==> src/rtl/alu_mul_sequencer_pkg.sv <==
// Shared definitions for the iterative multiply sequencer and its execute-stage neighbours.
// Latency: n/a (types and constants only).
// Backpressure: n/a.
package alu_mul_sequencer_pkg;

    // Execute-stage ALU function codes.
    localparam logic [3:0] ALU_ADD_UNSIGNED_FUNCTION = 4'd0;
    localparam logic [3:0] ALU_ADD_SIGNED_FUNCTION   = 4'd1;
    localparam logic [3:0] ALU_SUB_FUNCTION          = 4'd2;
    localparam logic [3:0] ALU_AND_FUNCTION          = 4'd3;
    localparam logic [3:0] ALU_OR_FUNCTION           = 4'd4;
    localparam logic [3:0] ALU_XOR_FUNCTION          = 4'd5;

    // Sequencer state encodings.
    typedef enum logic [1:0] {
        MULSEQ_IDLE = 2'd0,
        MULSEQ_RUN  = 2'd1,
        MULSEQ_DONE = 2'd2
    } mulseq_state_t;

endpackage

==> src/rtl/alu_mul_sequencer.sv <==
// Shift-and-add 32x32 MUL (low word), borrowing the execute-stage adder for accumulate steps.
// Latency: k+1 cycles start->done for k iterations (1 if multiplier is 0 with early termination).
// Backpressure: a cycle needing the adder without alu_gnt stalls every register in place.
module alu_mul_sequencer
    import alu_mul_sequencer_pkg::*;
#(
    parameter int WIDTH      = 32,
    parameter bit EARLY_TERM = 1'b1
) (
    input  logic             clk,
    input  logic             rst_n,
    input  logic             start,
    input  logic             flush,
    input  logic [WIDTH-1:0] op_a,
    input  logic [WIDTH-1:0] op_b,
    output logic             busy,
    output logic             done,
    output logic [WIDTH-1:0] result,
    output logic             flag_n,
    output logic             flag_z,
    output logic             alu_req,
    input  logic             alu_gnt,
    output logic [WIDTH-1:0] alu_a,
    output logic [WIDTH-1:0] alu_b,
    output logic [3:0]       alu_func,
    output logic             alu_c_in,
    input  logic [WIDTH-1:0] alu_out
);

    localparam int CNT_W = $clog2(WIDTH) + 1;
    localparam logic [CNT_W-1:0] CNT_LAST = CNT_W'(WIDTH - 1);

    mulseq_state_t    state;
    logic [WIDTH-1:0] acc;
    logic [WIDTH-1:0] mcand;
    logic [WIDTH-1:0] mplr;
    logic [CNT_W-1:0] cnt;

    // An iteration can retire when it needs no add, or the add has been granted.
    logic             step_ok;
    logic [WIDTH-1:0] mplr_next;

    assign step_ok   = !mplr[0] || alu_gnt;
    assign mplr_next = mplr >> 1;

    // The adder is only requested for accumulate steps; operands are always acc + mcand.
    assign busy     = (state != MULSEQ_IDLE);
    assign alu_req  = (state == MULSEQ_RUN) && mplr[0];
    assign alu_a    = acc;
    assign alu_b    = mcand;
    assign alu_func = ALU_ADD_UNSIGNED_FUNCTION;
    assign alu_c_in = 1'b0;

    // Sequencer FSM with datapath registers and registered result/flags/done.
    always_ff @(posedge clk) begin
        if (!rst_n) begin
            state  <= MULSEQ_IDLE;
            acc    <= '0;
            mcand  <= '0;
            mplr   <= '0;
            cnt    <= '0;
            result <= '0;
            flag_n <= 1'b0;
            flag_z <= 1'b0;
            done   <= 1'b0;
        end else begin
            done <= 1'b0;
            if (flush) begin
                // Abandon the multiply; result keeps its previous value.
                state <= MULSEQ_IDLE;
            end else begin
                case (state)
                    MULSEQ_IDLE: begin
                        if (start) begin
                            acc   <= '0;
                            mcand <= op_a;
                            mplr  <= op_b;
                            cnt   <= '0;
                            if (EARLY_TERM && (op_b == '0)) begin
                                state <= MULSEQ_DONE;
                            end else begin
                                state <= MULSEQ_RUN;
                            end
                        end
                    end
                    MULSEQ_RUN: begin
                        if (step_ok) begin
                            if (mplr[0]) begin
                                acc <= alu_out;
                            end
                            mcand <= mcand << 1;
                            mplr  <= mplr_next;
                            cnt   <= cnt + CNT_W'(1);
                            if ((cnt == CNT_LAST) || (EARLY_TERM && (mplr_next == '0))) begin
                                state <= MULSEQ_DONE;
                            end
                        end
                    end
                    MULSEQ_DONE: begin
                        result <= acc;
                        flag_n <= acc[WIDTH-1];
                        flag_z <= (acc == '0);
                        done   <= 1'b1;
                        state  <= MULSEQ_IDLE;
                    end
                    default: begin
                        state <= MULSEQ_IDLE;
                    end
                endcase
            end
        end
    end

endmodule

==> config.mk <==
export PLATFORM = sky130hd
export DESIGN_NAME = alu_mul_sequencer
export DESIGN_NICKNAME = d
export VERILOG_FILES = /design/src/rtl/alu_mul_sequencer_pkg.sv /design/src/rtl/alu_mul_sequencer.sv
export SDC_FILE = /design/constraint.sdc
export NUM_CORES = 1
export LEC_CHECK = 0
export CAP_MARGIN = 20
export CORE_ASPECT_RATIO = 1.1
export CORE_MARGIN = 10
export CORE_UTILIZATION = 45
export CTS_CLUSTER_SIZE = 14
export DETAILED_ROUTE_END_ITERATION = 10
export PLACE_DENSITY = 0.81
export SLEW_MARGIN = 20
export SYNTH_ARGS = -nofsm -noshare
export SYNTH_HDL_FRONTEND = slang
export SYNTH_SLANG_ARGS = --single-unit
==> constraint.sdc <==
create_clock -name clk -period 2.35 [get_ports clk]
set_clock_uncertainty 0.2 [all_clocks]
set_input_delay 0.705 -clock clk [delete_from_list [all_inputs] [get_ports clk]]
set_output_delay 0.705 -clock clk [all_outputs]
set_load 0.05 [all_outputs]
==> flow_metrics.env <==
export IMPL_status="finished clean"
export IMPL_final_common_cell="nand2_1"
export IMPL_crit_fanout=9
export IMPL_avgViaCountPerCell=5.56
export IMPL_area_growth_pct=45.5
export IMPL_wl_mm=17.9
export IMPL_wl_per_cell_um=17.4
export IMPL_total_power_mw=6.14
export IMPL_ir_drop_uv=389
export IMPL_synth_distinct_cells=37
export IMPL_switchingPower_mw=1.80
export IMPL_ioPinCount=207
export IMPL_maxSlewHeadroom_pct=56.7
export IMPL_die_y_um=137
export IMPL_setup_viol=0
export IMPL_cts_hold_fix_buffers=0
export IMPL_period_needed_ns=2.28
export IMPL_grt_start_max_net_pins=66
export IMPL_clkTransAtPathRegs_ns=0.06
export IMPL_worst_slew_pin_slew_ns=0.649
export IMPL_clock_tree_root_cell="clkbuf_16"
export IMPL_p_leak_nw=3.26
export IMPL_p_int_mw=4.33
export IMPL_die_area_mm2=0.0174
export IMPL_criticalPathCategory="reg -> out"
export IMPL_cts_tree="done"
export IMPL_grt_setup_unrepaired="false"
export IMPL_slowest_stage="dfxtp_2"
export IMPL_post_route_period_util_pct=97.1
export IMPL_placementRows=42
export IMPL_place_hpwl_mm=13.6
export IMPL_clk_latency_ns=0.40
export IMPL_cts_buffer_depth=2
export IMPL_drtIter0Drc=495
export IMPL_final_nets=966
export IMPL_drive_gt1_share_pct=19.3
export IMPL_grt_use_total_pct=19.9
export IMPL_num_vias=5732
export IMPL_h_tree_depth=4
export IMPL_antenna_left=0
export IMPL_synth_main_ff_cell="dfxtp_1"
export IMPL_dr_pass1_iters=5
export IMPL_finalHoldWorstSlack_ns=0.262
export IMPL_critical_path_arrival_ns=1.38
export IMPL_ys_seq_elements=138
export IMPL_place_congestion=0.862
export IMPL_syn_avg_cell_area_um2=8.37
export IMPL_netlist_area_mm2=0.00563
export IMPL_layout_common_cells="nand2_1 (200), dfxtp_1 (137), buf_4 (120)"
export IMPL_worst_setup_path_start_kind="register"
export IMPL_gr_total_overflow=0
export IMPL_initial_utilization_pct=46.3
export IMPL_die_x_um=127
export IMPL_maxCapViolCount=0
export IMPL_pwr_share_comb_pct=18.6
export IMPL_swShare_pct=29.4
export IMPL_synthCells=672
export IMPL_timing_fmax_ghz=0.438
export IMPL_cts_buffers=17
export IMPL_grt_pass1_wl_mm=28.8
export IMPL_antenna_found_initial=0
export IMPL_async_flop_share_pct=0
export IMPL_power_share_sequential_pct=41.9
export IMPL_hold_path_class="reg -> reg"
export IMPL_path_cells="nor2b_4 > and2_1 > buf_12"
export IMPL_slew_viol_final=0
export IMPL_grt_pass1_vias=5733
export IMPL_drc_errors=0
export IMPL_hold_viol=0
export IMPL_cts_sinks=138
export IMPL_ys_warn_count=0
export IMPL_synth_edf_count=0
export IMPL_critPathRequiredTime_ns=1.44
export IMPL_clkPwrFrac_pct=39.6
export IMPL_cellPowerDensity_mw_per_mm2=750
export IMPL_antenna_cells=0
export IMPL_core_area_mm2=0.0121
export IMPL_io_buffers=201
export IMPL_crit_path_end_kind="primary output"
export IMPL_yosysSeqAreaShare_pct=49.1
export IMPL_cp_slowest_stage_delay_ns=0.42
## stage by stage
step                TNS, ns  cells  worst slack (ns)  utilization (%)  instance area (µm²)
detailed placement   -32.48    999            -0.381             62.9                 7630
floorplan                 0    676             0.122                -                 5640
global placement     -27.48    999            -0.303             62.9                 7630
global route              0   1031           0.00886             67.4                 8190
finish                    0   1031            0.0690             67.4                 8190
CTS                       0   1031            0.0395             67.4                 8180
## state kept, by name (all words and copies together), names as in the netlist
name and cells:
cnt 6, result 32, flag_z 1, mplr 32, done 1, alu_b 32, state 2, alu_a 32
## path summary, 6_finish.rpt
kind | startpoint | to | slack (ns) | depth (start not counted)
worst min-delay path | result[13] | result[13] | 0.26 | 2
worst max register to register | state[1] | alu_a[3] | 0.41 | 4
worst max-delay path | state[0] | alu_req | 0.07 | 3
worst min register to register | result[13] | result[13] | 0.26 | 2
## routing by layer
layer	vias up	track usage [%]	share of wire (%)
li1	2767	-	-
met1	2679	24.2	42
met2	274	33.0	48
met3	12	6.46	9.6
met4	0	5.63	0.60
met5	-	0	0
## synthesized netlist by cell type, types with 3 or more instances
cell type  instances  area [µm²]
nor4_1            25         156
clkbuf_1          36         135
or3_1              4        25.0
a21oi_1           17        85.1
buf_2             13        65.1
buf_6              5        56.3
nand2_1          200         751
a21boi_0          20         150
a22o_1            32         280
a311oi_1          62         543
buf_4              6        45.0
nand4_1            7        43.8
and2_1             4        25.0
o211ai_1           3        22.5
o311ai_0           3        26.3
dfxtp_1          138        2760
inv_1              5        18.8
nor3_1             4        20.0
nand3_1            4        20.0
nor2_1            65         244
## worst max-delay path, delay by kind of cell (launching register included)
kind | cells | cell delay, ns
buffers and inverters | 1 | 0.16
flip-flops | 1 | 0.42
AND/OR/NAND/NOR | 2 | 0.39
## cell families (layout without fill, tap and decap cells)
kind of cell / Yosys count / in the layout / synth area share (%)
buffers and inverters: 66 / 267 / 5.76
other: 1 / 5 / 0.0667
AND/OR/NAND/NOR: 324 / 324 / 24.4
flip-flops: 138 / 138 / 49.1
XOR/XNOR: 1 / 1 / 0.156
adder cells (fa/ha/maj): 1 / 1 / 0.222
AO/OA/AOI/OAI: 141 / 141 / 20.3
## layout make-up
cell class	count	area, µm²
multi-input cells	472	2580
inverters	6	22.5
clock buffers	19	453
well taps	154	193
flip-flops and latches	138	2760
fillers	977	3950
repair buffers	229	2080
clock inverters	13	92.6
## power by group through the flow
stage	registers, mW	clock network [mW]	logic [mW]
finish	2.57	2.43	1.14
global route	2.59	2.58	1.23
CTS	2.57	2.46	1.14
detailed placement	2.62	0	1.14
global placement	2.61	0	1.11
floorplan	2.80	0	0.492
## timing repair
action,4_1_cts,5_1_grt
buffers inserted,0,0
gates resized for setup,1,3
setup endpoints to repair,1,10
(Power assumes the default switching activity.)
